--- src/rtl/instr_encoder_pkg.sv ---
// ----------------------------------------------------------------------------
// instr_encoder_pkg : kind codes, MIPS op/funct constants, field helpers
// Revision 1.0
// ----------------------------------------------------------------------------
`default_nettype none

package instr_encoder_pkg;

   // Symbolic kind codes, shared with the control decoder
   localparam logic [7:0] INSTR_ADDU = 8'h00;
   localparam logic [7:0] INSTR_SUBU = 8'h01;
   localparam logic [7:0] INSTR_LUI  = 8'h02;
   localparam logic [7:0] INSTR_ORI  = 8'h03;
   localparam logic [7:0] INSTR_LW   = 8'h04;
   localparam logic [7:0] INSTR_SW   = 8'h05;
   localparam logic [7:0] INSTR_BEQ  = 8'h06;
   localparam logic [7:0] INSTR_NOP  = 8'h07;

   localparam logic [5:0] INSTR_MAGIC_OP_RTYPE   = 6'h00;
   localparam logic [5:0] INSTR_MAGIC_FUNCT_ADDU = 6'h21;
   localparam logic [5:0] INSTR_MAGIC_FUNCT_SUBU = 6'h23;
   localparam logic [5:0] INSTR_MAGIC_OP_LUI     = 6'h0F;
   localparam logic [5:0] INSTR_MAGIC_OP_ORI     = 6'h0D;
   localparam logic [5:0] INSTR_MAGIC_OP_LW      = 6'h23;
   localparam logic [5:0] INSTR_MAGIC_OP_SW      = 6'h2B;
   localparam logic [5:0] INSTR_MAGIC_OP_BEQ     = 6'h04;

   localparam int FIELD_OP_LSB = 26;
   localparam int FIELD_RS_LSB = 21;
   localparam int FIELD_RT_LSB = 16;
   localparam int FIELD_RD_LSB = 11;

   typedef enum logic [1:0] {
      ST_IDLE  = 2'd0,
      ST_RUN   = 2'd1,
      ST_DRAIN = 2'd2
   } enc_state_t;

   typedef struct packed {
      logic        known;
      logic [31:0] word;
   } enc_result_t;

   function automatic logic [31:0] pack_rtype(input logic [4:0] rs, input logic [4:0] rt,
                                              input logic [4:0] rd, input logic [5:0] funct);
      return (32'(INSTR_MAGIC_OP_RTYPE) << FIELD_OP_LSB) | (32'(rs) << FIELD_RS_LSB) |
             (32'(rt) << FIELD_RT_LSB) | (32'(rd) << FIELD_RD_LSB) | 32'(funct);
   endfunction

   function automatic logic [31:0] pack_itype(input logic [5:0] op, input logic [4:0] rs,
                                              input logic [4:0] rt, input logic [15:0] imm);
      return (32'(op) << FIELD_OP_LSB) | (32'(rs) << FIELD_RS_LSB) |
             (32'(rt) << FIELD_RT_LSB) | 32'(imm);
   endfunction

endpackage

`default_nettype wire

--- src/rtl/encoder_fifo.sv ---
// ----------------------------------------------------------------------------
// encoder_fifo : synchronous FIFO holding {address, encoded word} entries
// Revision 1.0
// ----------------------------------------------------------------------------
`default_nettype none

module encoder_fifo #(
   parameter int DEPTH = 4,
   parameter int WIDTH = 42
) (
   input  logic                     clk,
   input  logic                     reset_n,
   input  logic                     push,
   input  logic [WIDTH-1:0]         wr_data,
   input  logic                     pop,
   output logic [WIDTH-1:0]         rd_data,
   output logic                     full,
   output logic                     empty,
   output logic [$clog2(DEPTH):0]   count
);

   localparam int PTR_W = $clog2(DEPTH);

   logic [WIDTH-1:0] r_mem [DEPTH];
   logic [PTR_W:0]   r_wr_ptr;
   logic [PTR_W:0]   r_rd_ptr;
   logic             w_push_ok;
   logic             w_pop_ok;

   // Pointers carry one extra wrap bit so full and empty are distinguishable
   assign count     = r_wr_ptr - r_rd_ptr;
   assign empty     = (count == '0);
   assign full      = (count == (PTR_W+1)'(DEPTH));
   assign w_push_ok = push && !full;
   assign w_pop_ok  = pop && !empty;
   assign rd_data   = r_mem[r_rd_ptr[PTR_W-1:0]];

   always_ff @(posedge clk) begin
      if (!reset_n) begin
         r_wr_ptr <= '0;
         r_rd_ptr <= '0;
      end else begin
         if (w_push_ok) r_wr_ptr <= r_wr_ptr + (PTR_W+1)'(1);
         if (w_pop_ok)  r_rd_ptr <= r_rd_ptr + (PTR_W+1)'(1);
      end
   end

   always_ff @(posedge clk) begin
      if (w_push_ok) r_mem[r_wr_ptr[PTR_W-1:0]] <= wr_data;
   end

endmodule

`default_nettype wire

--- src/rtl/instr_encoder.sv ---
// ----------------------------------------------------------------------------
// instr_encoder : encodes symbolic instructions and streams them into IM
// Revision 1.0
// ----------------------------------------------------------------------------
`default_nettype none

module instr_encoder
   import instr_encoder_pkg::*;
#(
   parameter int IM_ADDR_WIDTH = 10,
   parameter int FIFO_DEPTH    = 4
) (
   input  logic                     clk,
   input  logic                     reset_n,
   input  logic                     start,
   input  logic                     finish,
   input  logic [IM_ADDR_WIDTH-1:0] base_addr,
   input  logic                     in_valid,
   output logic                     in_ready,
   input  logic [7:0]               in_kind,
   input  logic [4:0]               in_rs,
   input  logic [4:0]               in_rt,
   input  logic [4:0]               in_rd,
   input  logic [15:0]              in_imm,
   output logic                     im_write_enable,
   output logic [IM_ADDR_WIDTH-1:0] im_write_addr,
   output logic [31:0]              im_write_data,
   input  logic                     im_write_ready,
   output logic                     busy,
   output logic                     done,
   output logic [IM_ADDR_WIDTH:0]   words_written,
   output logic                     err_unknown
);

   localparam int CNT_W  = $clog2(FIFO_DEPTH) + 1;
   localparam int RES_W  = IM_ADDR_WIDTH + 2;
   localparam int FIFO_W = 32 + IM_ADDR_WIDTH;
   localparam logic [RES_W-1:0] CAPACITY = RES_W'(1) << IM_ADDR_WIDTH;

   enc_state_t               r_state;
   enc_state_t               w_state_next;
   logic [IM_ADDR_WIDTH-1:0] r_base;
   logic [IM_ADDR_WIDTH:0]   r_words_written;
   logic                     r_err_unknown;

   logic                     w_fifo_full;
   logic                     w_fifo_empty;
   logic [CNT_W-1:0]         w_fifo_count;
   logic [FIFO_W-1:0]        w_fifo_rd_data;
   logic [FIFO_W-1:0]        w_fifo_wr_data;
   logic [RES_W-1:0]         w_reserved;
   logic [IM_ADDR_WIDTH-1:0] w_push_addr;
   logic                     w_accept;
   logic                     w_push;
   logic                     w_pop;
   enc_result_t              w_enc;

   function automatic enc_result_t encode_instr(input logic [7:0]  kind,
                                                input logic [4:0]  rs,
                                                input logic [4:0]  rt,
                                                input logic [4:0]  rd,
                                                input logic [15:0] imm);
      enc_result_t res;
      res.known = 1'b1;
      res.word  = '0;
      case (kind)
         INSTR_ADDU: res.word = pack_rtype(rs, rt, rd, INSTR_MAGIC_FUNCT_ADDU);
         INSTR_SUBU: res.word = pack_rtype(rs, rt, rd, INSTR_MAGIC_FUNCT_SUBU);
         INSTR_LUI:  res.word = pack_itype(INSTR_MAGIC_OP_LUI, 5'd0, rt, imm);
         INSTR_ORI:  res.word = pack_itype(INSTR_MAGIC_OP_ORI, rs, rt, imm);
         INSTR_LW:   res.word = pack_itype(INSTR_MAGIC_OP_LW, rs, rt, imm);
         INSTR_SW:   res.word = pack_itype(INSTR_MAGIC_OP_SW, rs, rt, imm);
         INSTR_BEQ:  res.word = pack_itype(INSTR_MAGIC_OP_BEQ, rs, rt, imm);
         INSTR_NOP:  res.word = '0;
         default:    res.known = 1'b0;
      endcase
      return res;
   endfunction

   assign w_enc = encode_instr(in_kind, in_rs, in_rt, in_rd, in_imm);

   // Words already committed plus those queued; the next word lands just past them
   assign w_reserved     = RES_W'(r_words_written) + RES_W'(w_fifo_count);
   assign w_push_addr    = r_base + w_reserved[IM_ADDR_WIDTH-1:0];
   assign w_fifo_wr_data = {w_push_addr, w_enc.word};
   assign w_accept       = in_valid && in_ready;
   assign w_push         = w_accept && w_enc.known;
   assign w_pop          = im_write_enable && im_write_ready;

   encoder_fifo #(
      .DEPTH (FIFO_DEPTH),
      .WIDTH (FIFO_W)
   ) u_fifo (
      .clk     (clk),
      .reset_n (reset_n),
      .push    (w_push),
      .wr_data (w_fifo_wr_data),
      .pop     (w_pop),
      .rd_data (w_fifo_rd_data),
      .full    (w_fifo_full),
      .empty   (w_fifo_empty),
      .count   (w_fifo_count)
   );

   always_comb begin
      w_state_next    = r_state;
      in_ready        = 1'b0;
      im_write_enable = 1'b0;
      done            = 1'b0;
      case (r_state)
         ST_IDLE: begin
            if (start) w_state_next = ST_RUN;
         end
         ST_RUN: begin
            in_ready        = !w_fifo_full && (w_reserved < CAPACITY);
            im_write_enable = !w_fifo_empty;
            if (finish) w_state_next = ST_DRAIN;
         end
         ST_DRAIN: begin
            im_write_enable = !w_fifo_empty;
            if (w_fifo_empty) begin
               done         = 1'b1;
               w_state_next = ST_IDLE;
            end
         end
         default: w_state_next = ST_IDLE;
      endcase
   end

   always_ff @(posedge clk) begin
      if (!reset_n) begin
         r_state         <= ST_IDLE;
         r_base          <= '0;
         r_words_written <= '0;
         r_err_unknown   <= 1'b0;
      end else begin
         r_state <= w_state_next;
         if (r_state == ST_IDLE && start) begin
            r_base          <= base_addr;
            r_words_written <= '0;
            r_err_unknown   <= 1'b0;
         end else begin
            if (w_pop) r_words_written <= r_words_written + (IM_ADDR_WIDTH+1)'(1);
            if (w_accept && !w_enc.known) r_err_unknown <= 1'b1;
         end
      end
   end

   // Head entry is masked so the port reads zero whenever nothing is offered
   assign im_write_addr = im_write_enable ? w_fifo_rd_data[FIFO_W-1:32] : '0;
   assign im_write_data = im_write_enable ? w_fifo_rd_data[31:0] : '0;
   assign busy          = (r_state != ST_IDLE);
   assign words_written = r_words_written;
   assign err_unknown   = r_err_unknown;

endmodule

`default_nettype wire
--- config.mk ---
export PLATFORM = sky130hd
export DESIGN_NAME = instr_encoder
export DESIGN_NICKNAME = d
export VERILOG_FILES = /design/src/rtl/instr_encoder_pkg.sv /design/src/rtl/encoder_fifo.sv /design/src/rtl/instr_encoder.sv
export SDC_FILE = /design/constraint.sdc
export NUM_CORES = 1
export LEC_CHECK = 0
export CORE_UTILIZATION = 50
export CTS_CLUSTER_SIZE = 8
export DETAILED_ROUTE_END_ITERATION = 8
export HOLD_SLACK_MARGIN = 0.06
export PLACE_DENSITY_LB_ADDON = 0.25
export REMOVE_ABC_BUFFERS = 1
export SLEW_MARGIN = 20
export SYNTH_ARGS = -nofsm -noshare
export SYNTH_HDL_FRONTEND = slang
export SYNTH_HIERARCHICAL = 1
export SYNTH_SLANG_ARGS = --single-unit
--- constraint.sdc ---
create_clock -name clk -period 6.4 [get_ports clk]
set_clock_uncertainty 0.1 [all_clocks]
set_input_delay 0.96 -clock clk [delete_from_list [all_inputs] [get_ports clk]]
set_output_delay 0.96 -clock clk [all_outputs]
set_load 0.02 [all_outputs]
# Word level (Yosys, flattened, before mapping)
# Memories as Yosys holds them, arrays and structs flattened. A register that Yosys moved wholly into a read port is not among the register bits.
# Index checks and enable logic that the tools add are counted.
[totals]
register_bits = 30
ram_bits = 168
inputBits = 55
output_inout_bits = 58
word_cells = 74
n_memories = 1
[classes]
n_addsub = 6
magnitude_cmp = 1
n_eq_ne = 13
n_mux = 16
bitwise_logic = 12
n_reduce_logical = 19
[mem_list]
columns = ["memory", "depth", "width", "read_ports", "rd_ports_with_merged_regs", "write_ports", "line_no", "source"]
rows = [
  ["u_fifo.r_mem", 4, 42, 1, 1, 1, "encoder_fifo.sv:24", "logic [WIDTH-1:0] r_mem [DEPTH];"],
]
[op_table]
columns = ["cell", "n"]
rows = [
  ["$pmux W32 S7", 1],
  ["$or A32 B16 Y32", 2],
  ["$or A32 B21 Y32", 2],
  ["$or A30 B16 Y30", 2],
  ["$eq A8 B3 Y1 const B", 4],
  ["$mux W32", 1],
  ["$or A30 B21 Y30", 1],
  ["$or A29 B16 Y29", 1],
  ["$or A29 B21 Y29", 1],
  ["$or A26 B16 Y26", 1],
  ["$or A26 B21 Y26", 1],
  ["$eq A8 B2 Y1 const B", 2],
  ["$add A11 B3 Y12", 1],
  ["$lt A12 B11 Y1 const B", 1],
  ["$add A11 B1 Y11 const B", 1],
  ["$add A10 B10 Y10", 1],
  ["$mux W10", 1],
  ["$mux W2", 5],
  ["$eq A8 B1 Y1 const B", 1],
  ["$logic_and A1 B1 Y1", 8],
  ["$logic_not A8 Y1", 1],
  ["$reduce_or A8 Y1", 1],
  ["$mux W1", 7],
  ["$add A3 B1 Y3 const B", 2],
  ["other kinds (14)", 18],
]

# Depth between registers and ports, before layout
# Gate-level depths: netlist (run 1).
[depth]
ltp_word = 10
depth_mapped = 15
ltp_nobuf = 15

# By module
# Netlist (run 1), hierarchy kept.
[modules_own_cells]
columns = ["mod", "instances", "cells_per_inst", "area_each_um2", "seq_area_each_um2"]
rows = [
  ["encoder_fifo", 1, 277, 6550.0, 5205.0],
  ["instr_encoder", 1, 313, 2341.0, 480.5],
]

# Worst setup path before layout (run 1)
# OpenSTA, ideal clock, no wires.
[synth_timing]
path_type = "reg-to-reg"
from = "register u_fifo.r_wr_ptr[0]"
to = "memory u_fifo.r_mem[3][0], enable pin"
setup_ns = 0.493
arrival_ns = 5.889
t_required_ns = 5.807
slack_ns = -0.082
stages_incl_launch_ff = 13
path_buffers = 0
period_less_slack_ns = 6.482
cell_sequence = "dfxtp_1 > inv_1 > ha_1 > fa_1 > xnor3_2 > inv_1 > ha_1 > nor2b_1 > o21ai_4 > o41ai_2 > and3_1 > inv_1 > nor3_1"
[synth_via]
elab_chain_cells = 10
elab_cells_between_ends = 12
classes_between = "add/sub: 2; order compare: 1; eq/ne: 1; mux: 3; reduce/logical: 5"
[synth_rtl]
columns = ["element", "line_no", "source"]
rows = [
  ["from (decl)", "encoder_fifo.sv:25", "logic [PTR_W:0] r_wr_ptr;"],
  ["from (signal assigned)", "encoder_fifo.sv:43", "if (w_push_ok) r_wr_ptr <= r_wr_ptr + (PTR_W+1)'(1);"],
  ["$sub A3 B3 Y3 *", "encoder_fifo.sv:31", "assign count = r_wr_ptr - r_rd_ptr;"],
  ["via w_fifo_count[2]", "instr_encoder.sv:48", "logic [CNT_W-1:0] w_fifo_count;"],
  ["$add A11 B3 Y12 or $eq A3 B3 Y1 (tied branches)", "instr_encoder.sv:83, encoder_fifo.sv:33", ""],
  ["$lt A12 B11 Y1 or $logic_not A1 Y1 (tied branches)", "instr_encoder.sv:115", "in_ready = !w_fifo_full && (w_reserved < CAPACITY);"],
  ["$logic_and A1 B1 Y1 *", "instr_encoder.sv:115", ""],
  ["$mux W1 *", "instr_encoder.sv:110", "case (r_state)"],
  ["via in_ready", "instr_encoder.sv:19", "output logic in_ready,"],
  ["$logic_and A1 B1 Y1 *", "instr_encoder.sv:86", "assign w_accept = in_valid && in_ready;"],
  ["$logic_and A1 B1 Y1 *", "instr_encoder.sv:87", "assign w_push = w_accept && w_enc.known;"],
  ["via w_push", "instr_encoder.sv:54", "logic w_push;"],
  ["$logic_and A1 B1 Y1 *", "encoder_fifo.sv:34", "assign w_push_ok = push && !full;"],
  ["$mux W1 *", "encoder_fifo.sv:49", "if (w_push_ok) r_mem[r_wr_ptr[PTR_W-1:0]] <= wr_data;"],
  ["$mux W1 (implied by the code) *", "encoder_fifo.sv:49", ""],
  ["to (decl)", "encoder_fifo.sv:24", ""],
]
# Mark *: on every way through the listed nets, which the timed path passes. The rest lies on a longest branch.

# Worst setup path in the final report (run 1)
[layout_timing]
from = "register u_fifo.r_wr_ptr[0]"
to = "output port in_ready"
[layout_via]
elab_chain_cells = 5
elab_cells_between_ends = 7
classes_between = "add/sub: 2; order compare: 1; eq/ne: 1; mux: 1; reduce/logical: 2"
[layout_rtl]
columns = ["element", "line_no"]
rows = [
  ["$sub A3 B3 Y3 *", "encoder_fifo.sv:31"],
  ["via w_fifo_count[2]", "instr_encoder.sv:48"],
  ["$add A11 B3 Y12 or $eq A3 B3 Y1 (tied branches)", "instr_encoder.sv:83, encoder_fifo.sv:33"],
  ["$lt A12 B11 Y1 or $logic_not A1 Y1 (tied branches)", "instr_encoder.sv:115"],
  ["$logic_and A1 B1 Y1 *", "instr_encoder.sv:115"],
  ["$mux W1 *", "instr_encoder.sv:110"],
  ["to (decl)", "instr_encoder.sv:19"],
]
# Marked as above.

==> metrics.txt, run 1 <==
outcome=completed; port bufs=112; CP Max Fanout=7; EDFF count, synth=168; Mapped Cells=590; design area=10880 um^2; Total Power=0.002713 W; Place WS=1.765 ns; placed instance area=10250 um^2; final worst path period need=4.833 ns; # DRC=0; sequential fraction of the synthesis area=0.6395; R2R depth=13; Mapped Area=8891 um^2; reg-to-reg startpoint=u_fifo/r_wr_ptr[0]$_SDFFE_PN0P_; Reg clk slew, reported paths=0.07 ns; CTS Buffer Depth=2; final worst setup slack=1.567 ns; first-pass GRT wire length=26760 um; postcts setup bufs=0; grt ovf=0; syn avg cell area=15.07 um^2; violation count after the first detailed-route iteration=407; Root Buffer=clkbuf_16; Skew-Pair Late Insertion Delay=0.43 ns; DIE AREA=18320 um^2; Synth area leader=edfxtp_1; CTS tree=built; post-CTS sizing=0; fin nets=785; setup-violating endpoint count in the final report=0; RR Endpoint=u_fifo/r_mem[0][39]$_DFFE_PP_; initial antenna violation count=0; # diodes=0; Crit path arrival time=3.77 ns; drt total wl=17160 um; clock sink count=200; CP startpoint kind=flip-flop; synthesis-to-layout area growth=22.39%; Initial Util=0.5123; Final Hold Violating Endpoints=0; CP Launch Point=u_fifo/r_wr_ptr[0]$_SDFFE_PN0P_; worst vdd ir=0.1854 mV; Core Box Area=17360 um^2; wire per inst=18.23 um; row cnt=48; drt pass-1 iters=4; Critical Path End=in_ready; post-synth top area share=0.5674; Reg2Reg Setup Slack=2.00 ns; CP max-delay cell=clkdlybuf4s50_1; Worst Hold Class=flip-flop to flip-flop; slowest cell delay on critical path=0.69 ns; hold bufs inserted after CTS=0; CP Class=flip-flop to output pin; Period Utilization, post-route=0.7551; Tightest Pin Transition=0.8566 ns; post-synthesis register bit count=200; Fin Setup TNS=0 ns; GPL Wtd Cong=0.8479; Die Span X=135.4 um; Max Clk Rate=206.9 MHz; DRT antenna net count=0; worst path cell trace=inv_1 -> ha_1 -> fa_1 -> xnor3_2 -> inv_1 -> ha_1 -> nor2b_1 -> o21ai_4 -> o41ai_2 -> clkdlybuf4s50_1; largest cells by area after synthesis=edfxtp_1 (57%), mux4_2 (11%), dfxtp_1 (7.2%); layout cell share with drive strength beyond 1=0.1299; nature of the critical path endpoint=output pin; Vias/cell=5.495; ys async rst share=0; CTS Buf Count=17; num ports=113; total vias in the final route=5171; RSZ-0062 raised after global routing=false; P_leak=3.652 nW; Die Y=135.4 um; Cell variety after synth=52; gr usage total=0.1975; Slew headroom=0.4290; pwr/cell area=249.3 nW/um^2; Max Cap Viol=0; H-tree Lvls=4; largest net degree at the start of global routing=45; Top FF cell, synth=edfxtp_1; Detail Placement HPWL=10820 um; Final Slew Violations=0; vias in the first global route=5243; yosys warns=6; critical path required time=5.34 ns; Fill cells=1234
## state kept, by name (all words and copies together) (netlist names), named ones only
name and cells:
r_state 2, u_fifo/r_rd_ptr 3, r_base 10, u_fifo/r_wr_ptr 3
err_unknown 1, words_written 11, u_fifo/r_mem 168
## routing by layer
metal / track usage / vias to the layer above / wire (um)
li1: - / 2430 / -
met1: 0.2523 / 2562 / 7273
met2: 0.3313 / 163 / 8642
met3: 0.04639 / 16 / 961
met4: 0.06804 / 0 / 281
met5: 0 / - / 0
## layout by cell type, fill, tap and decap left out, types with 5 or more instances in the layout
master	count
inv_6	5
dfxtp_1	30
a21boi_0	10
mux4_2	42
nand3_1	5
nand4_1	5
clkdlybuf4s50_1	112
xnor2_1	15
a21oi_1	19
inv_1	17
edfxtp_1	168
clkbuf_16	17
mux2i_1	8
nand2_1	51
o21ai_0	10
and2_1	59
and3_1	8
ha_1	24
nor2_1	25
xor2_1	10
o221ai_1	6
## worst max-delay path: cells and delay by family (launching register included)
kind	cells	cell delay, ns
and+or+nand+nor	1	0.27
buffers and inverters	3	0.89
AOI/OAI and AO/OA	2	0.55
xor gates and xnor gates	1	0.31
DFF	1	0.39
adders and majority gates	3	0.93
## cells in the mapped netlist (2+ instances only)
cell and instances:
a21boi_0 10, a21o_1 3, a21oi_1 19, and2_1 62, and3_1 8, buf_2 6, clkbuf_1 18, dfxtp_1 32
edfxtp_1 168, fa_1 3, ha_1 24, inv_1 17, mux2i_1 8, mux4_2 42, nand2_1 51, nand2b_1 3
nand3_1 5, nand3b_1 2, nand4_1 5, nor2_1 25, nor2b_1 3, nor3_1 5, nor3b_1 2, o21a_1 2
o21ai_0 10, o221ai_1 6, or3_1 3, xnor2_1 15, xor2_1 10
## kinds of logic after synthesis
group	after synthesis	synth area share
and+or+nand+nor	181	0.1092
other	1	0.0004218
adders and majority gates	27	0.04053
AOI/OAI and AO/OA	61	0.04743
xor gates and xnor gates	26	0.02730
buffers and inverters	44	0.02026
muxes	50	0.1154
DFF	200	0.6395
## power by group
group	switching, W	internal, W
Combinational	0.0000947	0.0000819
Clock	0.000510	0.000601
Sequential	0.00000976	0.00142
Total	0.000614	0.00210
## per-stage QoR
step                      hold slack, ns    util  std cells
after floorplan                   0.3478       -        568
after global placement            0.3574  0.5895        908
after detailed placement          0.3644  0.5907        909
after CTS                         0.3745  0.6267        941
after global routing              0.4001  0.6269        941
final                             0.3704  0.6269        941
## layout make-up
cell class | count | area, um^2 | area share
clock buffer | 17 | 425.4 | 0.03909
clock inverter | 15 | 198.9 | 0.01828
inverter | 19 | 71.32 | 0.006554
multi-input combinational | 349 | 3048 | 0.2801
sequential | 200 | 5693 | 0.5232
tap | 225 | 281.5 | 0.02587
timing repair buffer | 116 | 1164 | 0.1069
## worst min-delay path by stage
stage,startpoint,endpoint,slack [ns],cells after the start
2_1_floorplan,r_base[0]$_SDFFE_PN0P_,r_base[0]$_SDFFE_PN0P_,0.35,2
3_3_place_gp,r_base[2]$_SDFFE_PN0P_,r_base[2]$_SDFFE_PN0P_,0.36,2
3_5_place_dp,r_base[0]$_SDFFE_PN0P_,r_base[0]$_SDFFE_PN0P_,0.36,2
4_1_cts,r_base[0]$_SDFFE_PN0P_,r_base[0]$_SDFFE_PN0P_,0.37,2
5_1_grt,r_base[2]$_SDFFE_PN0P_,r_base[2]$_SDFFE_PN0P_,0.40,2
6_report,r_base[0]$_SDFFE_PN0P_,r_base[0]$_SDFFE_PN0P_,0.37,2
No activity file was read; power rests on OpenSTA's default activity.
==> run 2: changes to the inputs <==
==> constraint.sdc (replaced) <==
create_clock -name clk -period 3.9 [get_ports clk]
set_clock_uncertainty 0.1 [all_clocks]
set_input_delay 0.585 -clock clk [delete_from_list [all_inputs] [get_ports clk]]
set_output_delay 0.585 -clock clk [all_outputs]
set_load 0.02 [all_outputs]
==> run 2 against run 1 <==
Count of clock-buffer cells in the layout is the same. Core utilization is 2.3 points higher. Cell count rose by 2.3%. Critical path depth rose by 4. Critical endpoint is now u_fifo/r_mem[0][9]$_DFFE_PP_. Largest power group unchanged. Highest routed layer is now met5.
==> metrics.txt, run 2 (synthesized netlist as in run 1, its figures left out) <==
Fill cells=1177; CTS Buffer Depth=2; outcome=completed; grt ovf=0; pwr/cell area=385.8 nW/um^2; Die Y=135.4 um; CP Class=flip-flop to flip-flop; most frequent cells in the layout=edfxtp_1 (168), clkdlybuf4s50_1 (69), and2_1 (59); reg-to-reg startpoint=u_fifo/r_wr_ptr[0]$_SDFFE_PN0P_; first-pass GRT wire length=28650 um; drt total wl=19170 um; Max Cap Viol=0; fin nets=807; Hold Path Sink=r_base[9]$_SDFFE_PN0P_; row cnt=48; # DRC=0; port bufs=112; Reg area=5690 um^2; num ports=113; DIE AREA=18320 um^2; total vias in the final route=5387; vias in the first global route=5484; initial antenna violation count=1; Final Slew Violations=0; Worst Hold Class=flip-flop to flip-flop; commonest non-fill, non-tap cell in the layout=edfxtp_1; CTS Buf Count=17; RR Endpoint=u_fifo/r_mem[0][9]$_DFFE_PP_; max reg flops=168; Initial Util=0.5123; H-tree Lvls=4; worst hold start=r_base[9]$_SDFFE_PN0P_; Cell Count, Final, Fillers Out=963; GPL Wtd Cong=0.8069; Tightest Pin Transition=0.7994 ns; CP Max Fanout=23; CTS tree=built; drt pass-1 iters=4; Vias/cell=5.594; Detail Placement HPWL=12450 um; CP startpoint kind=flip-flop; # diodes=0; final worst path period need=3.771 ns; Max Clk Rate=265.2 MHz; clock sink count=200; worst vdd ir=0.3643 mV; placed insts=925; largest net degree at the start of global routing=44; layout cell share with drive strength beyond 1=0.1612; nature of the critical path endpoint=flip-flop; wire per inst=19.91 um; final hold slack=0.3849 ns; Skew-Pair Late Insertion Delay=0.43 ns; Period Utilization, post-route=0.9668; violation count after the first detailed-route iteration=394; Slew headroom=0.4651; Root Buffer=clkbuf_16; Die Span X=135.4 um; setup-violating endpoint count in the final report=0; hold path cells=2; R2R depth=14; P_leak=4.604 nW; gr usage total=0.2115; Core Box Area=17360 um^2; Crit path arrival time=3.80 ns; Reg clk slew, reported paths=0.07 ns; hold bufs inserted after CTS=0; synthesis-to-layout area growth=26.91%; area of the multi-input gates=3105 um^2; Final Hold Violating Endpoints=0; Reg2Reg Setup Slack=0.13 ns; critical path required time=3.93 ns; DRT antenna net count=0
-- run 2: cell count changes in the layout (fill, tap and decap cells not counted), moves of 3 or more --
cell | before | now
clkinvlp_4 | 0 | 4
dlymetal6s2s_1 | 0 | 42
buf_12 | 1 | 8
buf_4 | 3 | 14
inv_8 | 3 | 0
clkdlybuf4s50_1 | 112 | 69
-- run 2: power breakdown --
group	total (W)	switching [W]	leakage, nW	internal (W)
sequential	0.00234	0.0000167	1.72	0.00232
clock	0.00171	0.000764	0.269	0.000944
combinational	0.000304	0.000162	2.61	0.000142
total	0.00435	0.000943	4.60	0.00341
-- run 2: what timing repair did --
| action | CTS | global route |
|---|---|---|
| resized for setup | 7 | 59 |
| pin swaps | 0 | 3 |
| setup endpoints to repair | 47 | 219 |
| gates cloned | 0 | 3 |
| setup buffers | 0 | 3 |
-- run 2: critical path, stage by stage (launching register included) --
cell and delay [ns]:
dfxtp_1 0.33, inv_1 0.09, ha_1 0.22, fa_1 0.48, inv_1 0.10, inv_1 0.06
fa_2 0.39, nor2b_4 0.15, o21ai_4 0.09, o41ai_4 0.37, buf_4 0.17, and3_1 0.22
o21a_1 0.24, and2_2 0.23, buf_12 0.20
-- run 2: worst max-delay path by stage --
stage,start,to,slack [ns],depth (start not counted)
final,u_fifo/r_wr_ptr[0]$_SDFFE_PN0P_,u_fifo/r_mem[0][9]$_DFFE_PP_,0.13,14
after global placement,u_fifo/r_wr_ptr[0]$_SDFFE_PN0P_,u_fifo/r_mem[1][9]$_DFFE_PP_,0.13,14
after floorplan,u_fifo/r_wr_ptr[0]$_SDFFE_PN0P_,u_fifo/r_mem[3][0]$_DFFE_PP_,-2.58,12
after detailed placement,u_fifo/r_wr_ptr[0]$_SDFFE_PN0P_,u_fifo/r_mem[3][9]$_DFFE_PP_,0.02,14
after CTS,u_fifo/r_wr_ptr[0]$_SDFFE_PN0P_,u_fifo/r_mem[3][8]$_DFFE_PP_,0.01,14
after global routing,u_fifo/r_wr_ptr[0]$_SDFFE_PN0P_,u_fifo/r_mem[0][20]$_DFFE_PP_,-0.06,14
-- run 2: metrics by stage --
| step | worst slack (ns) | instance area, um^2 | util | power [W] | setup TNS [ns] |
|---|---|---|---|---|---|
| 2_1_floorplan | -2.582 | 8793 | - | 0.002539 | -208.44 |
| 3_3_place_gp | 0.1299 | 10450 | 0.6019 | 0.002674 | 0 |
| 3_5_place_dp | 0.01777 | 10450 | 0.6019 | 0.002685 | 0 |
| 4_1_cts | 0.01134 | 11020 | 0.6351 | 0.004366 | 0 |
| 5_1_grt | -0.06355 | 11280 | 0.6501 | 0.004484 | -4.814 |
| 6_report | 0.1294 | 11280 | 0.6501 | 0.004354 | 0 |
-- run 2: per-layer routing --
layer  vias up  global-route usage  wire length (um)
li1       2476                   -                 -
met1      2707              0.2631              8004
met2       179              0.3724              9984
met3        23             0.03779               858
met4         2             0.07116               312
met5         -                   0                13
-- run 2: final cells by class --
type | count | share of cell area
inverters | 19 | 0.006321
well taps | 225 | 0.02495
repair buffers | 138 | 0.1382
multi-input cells | 349 | 0.2752
clock buffers | 17 | 0.03770
clock inverters | 15 | 0.01331
flip-flops and latches | 200 | 0.5043
==> run 3: changes to the inputs <==
--- a/config.mk
+++ b/config.mk
@@ -6,8 +6,10 @@
 export NUM_CORES = 1
 export LEC_CHECK = 0
 export CORE_UTILIZATION = 50
+export CTS_BUF_LIST = sky130_fd_sc_hd__clkbuf_8
 export CTS_CLUSTER_SIZE = 8
 export DETAILED_ROUTE_END_ITERATION = 8
+export DONT_BUFFER_PORTS = 1
 export HOLD_SLACK_MARGIN = 0.06
 export PLACE_DENSITY_LB_ADDON = 0.25
 export REMOVE_ABC_BUFFERS = 1
==> run 3 against run 2 <==
Total power shrank 16%. First-iteration DRC count shrank 24%. Critical path depth shrank 4. Count of clock-buffer cells in the layout is the same. Sequential power is essentially flat. Register-to-register slack gained 0.06 ns. Worst hold slack lost 0.21 ns. Via count shrank 11%. Critical endpoint is now in_ready. Largest cell class unchanged. Largest power group unchanged. Highest routed layer is now met4.
==> metrics.txt, run 3 (synthesized netlist as in run 1, its figures left out) <==
outcome=completed; pwr/cell area=378.4 nW/um^2; wire per inst=19.38 um; CP Max Fanout=5; Period Utilization, post-route=0.9552; fin nets=686; Fill cells=1370; clock sink count=200; design area=9666 um^2; drt total wl=16280 um; max reg flops=168; Reg area=5694 um^2; placed instance area=9279 um^2; violation count after the first detailed-route iteration=298; setup-violating endpoint count in the final report=0; DIE AREA=18320 um^2; Initial Util=0.5123; initial antenna violation count=0; Final Slew Violations=0; commonest non-fill, non-tap cell in the layout=edfxtp_1; port bufs=0; Post-Route Utilization=0.5569; Vias/cell=5.729; hold path cells=1; H-tree Lvls=4; P_leak=3.192 nW; R2R depth=13; Reg clk slew, reported paths=0.08 ns; vias in the first global route=4744; Tightest Pin Transition=0.8738 ns; nature of the critical path endpoint=output pin; Final Hold Violating Endpoints=0; Fin Setup TNS=0 ns; layout cell share with drive strength beyond 1=0.1697; synthesis-to-layout area growth=8.711%; reg-to-reg startpoint=u_fifo/r_wr_ptr[0]$_SDFFE_PN0P_; Root Buffer=clkbuf_8; gr usage total=0.1876; Detail Placement HPWL=10990 um; worst vdd ir=0.2091 mV; Hold Path Sink=r_state[1]$_SDFFE_PN0P_; Slew headroom=0.4175; CTS tree=built; Core Box Area=17360 um^2; Max Clk Rate=268.4 MHz; hold bufs inserted after CTS=0; Worst Hold Class=primary input to flip-flop; largest net degree at the start of global routing=44; worst hold start=reset_n; num ports=113; total vias in the final route=4812; drt pass-1 iters=5; final worst path period need=3.725 ns; CP startpoint kind=flip-flop; CTS Buf Count=17; Die Y=135.4 um; GPL Wtd Cong=0.8432; RR Endpoint=u_fifo/r_mem[0][31]$_DFFE_PP_; Reg2Reg Setup Slack=0.19 ns; # DRC=0; CP Class=flip-flop to output pin; grt ovf=0; Die Span X=135.4 um; CTS Buffer Depth=2; area of the multi-input gates=3099 um^2; Max Cap Viol=0; row cnt=48; Crit path arrival time=3.04 ns; first-pass GRT wire length=25290 um; DRT antenna net count=0; Skew-Pair Late Insertion Delay=0.44 ns; critical path required time=3.21 ns; most frequent cells in the layout=edfxtp_1 (168), and2_1 (59), nand2_1 (51)
## run 3: cell count changes in the layout (fill, tap and decap cells not counted), sizes merged
cell and change:
clkdlybuf4s50 -69, dlymetal6s2s -42, buf -8, clkbuf -2, clkinvlp -2, diode +2
bufinv -1, inv -1
## run 3: area by class of cell
cell class | count | share of cell area
antenna | 2 | 0.0005178
clock buffer | 17 | 0.02421
clock inverter | 11 | 0.009320
inverter | 19 | 0.007379
multi-input combinational | 349 | 0.3206
sequential | 200 | 0.5891
tap | 225 | 0.02913
timing repair buffer | 17 | 0.01968
## run 3: worst max-delay path by stage
stage | to | from | slack (ns) | depth (start not counted)
after floorplan | u_fifo/r_mem[3][0]$_DFFE_PP_ | u_fifo/r_wr_ptr[0]$_SDFFE_PN0P_ | -2.58 | 12
after global placement | u_fifo/r_mem[0][41]$_DFFE_PP_ | u_fifo/r_wr_ptr[0]$_SDFFE_PN0P_ | 0.16 | 15
after detailed placement | u_fifo/r_mem[2][41]$_DFFE_PP_ | u_fifo/r_wr_ptr[0]$_SDFFE_PN0P_ | 0.03 | 15
after CTS | in_ready | u_fifo/r_wr_ptr[0]$_SDFFE_PN0P_ | 0.01 | 10
after global routing | in_ready | u_fifo/r_wr_ptr[0]$_SDFFE_PN0P_ | -0.003 | 10
final | in_ready | u_fifo/r_wr_ptr[0]$_SDFFE_PN0P_ | 0.17 | 10
## run 3: metrics by stage
step	std cells	setup slack (ns)	hold slack (ns)	total power [W]
2_1_floorplan	568	-2.582	0.3478	0.002539
3_3_place_gp	810	0.1560	0.3600	0.002587
3_5_place_dp	810	0.02962	0.3712	0.002596
4_1_cts	838	0.01473	0.1323	0.003696
5_1_grt	838	-0.002725	0.1342	0.003810
6_report	840	0.1747	0.1705	0.003657
## run 3: critical path, cell delays in order, from the launching register on
cell and delay (ns):
dfxtp_4 0.37, inv_1 0.08, ha_1 0.21, fa_1 0.52, inv_1 0.07, ha_1 0.27
a21o_1 0.21, a21oi_4 0.19, nor2_1 0.10, o41ai_4 0.36, buf_4 0.21
## run 3: power breakdown
part	switching (W)	internal [W]
Clock	0.000627	0.000481
Sequential	0.0000176	0.00232
Combinational	0.000134	0.0000751
Total	0.000779	0.00288
## run 3: repair_timing
action,in CTS,in global routing
endpoints found under the setup margin,2,181
gates resized for setup,1,11
buffers inserted,0,0
pin swaps,0,3
## run 3: routing by layer
metal  share of wire  wire length, um  vias to the layer above  GRT usage
met5               0                0                        -          0
met4           0.012              203                        0    0.06055
met3           0.063             1033                       15    0.04639
met2            0.50             8156                      150     0.3074
met1            0.42             6886                     2420     0.2462
li1                -                -                     2227          -
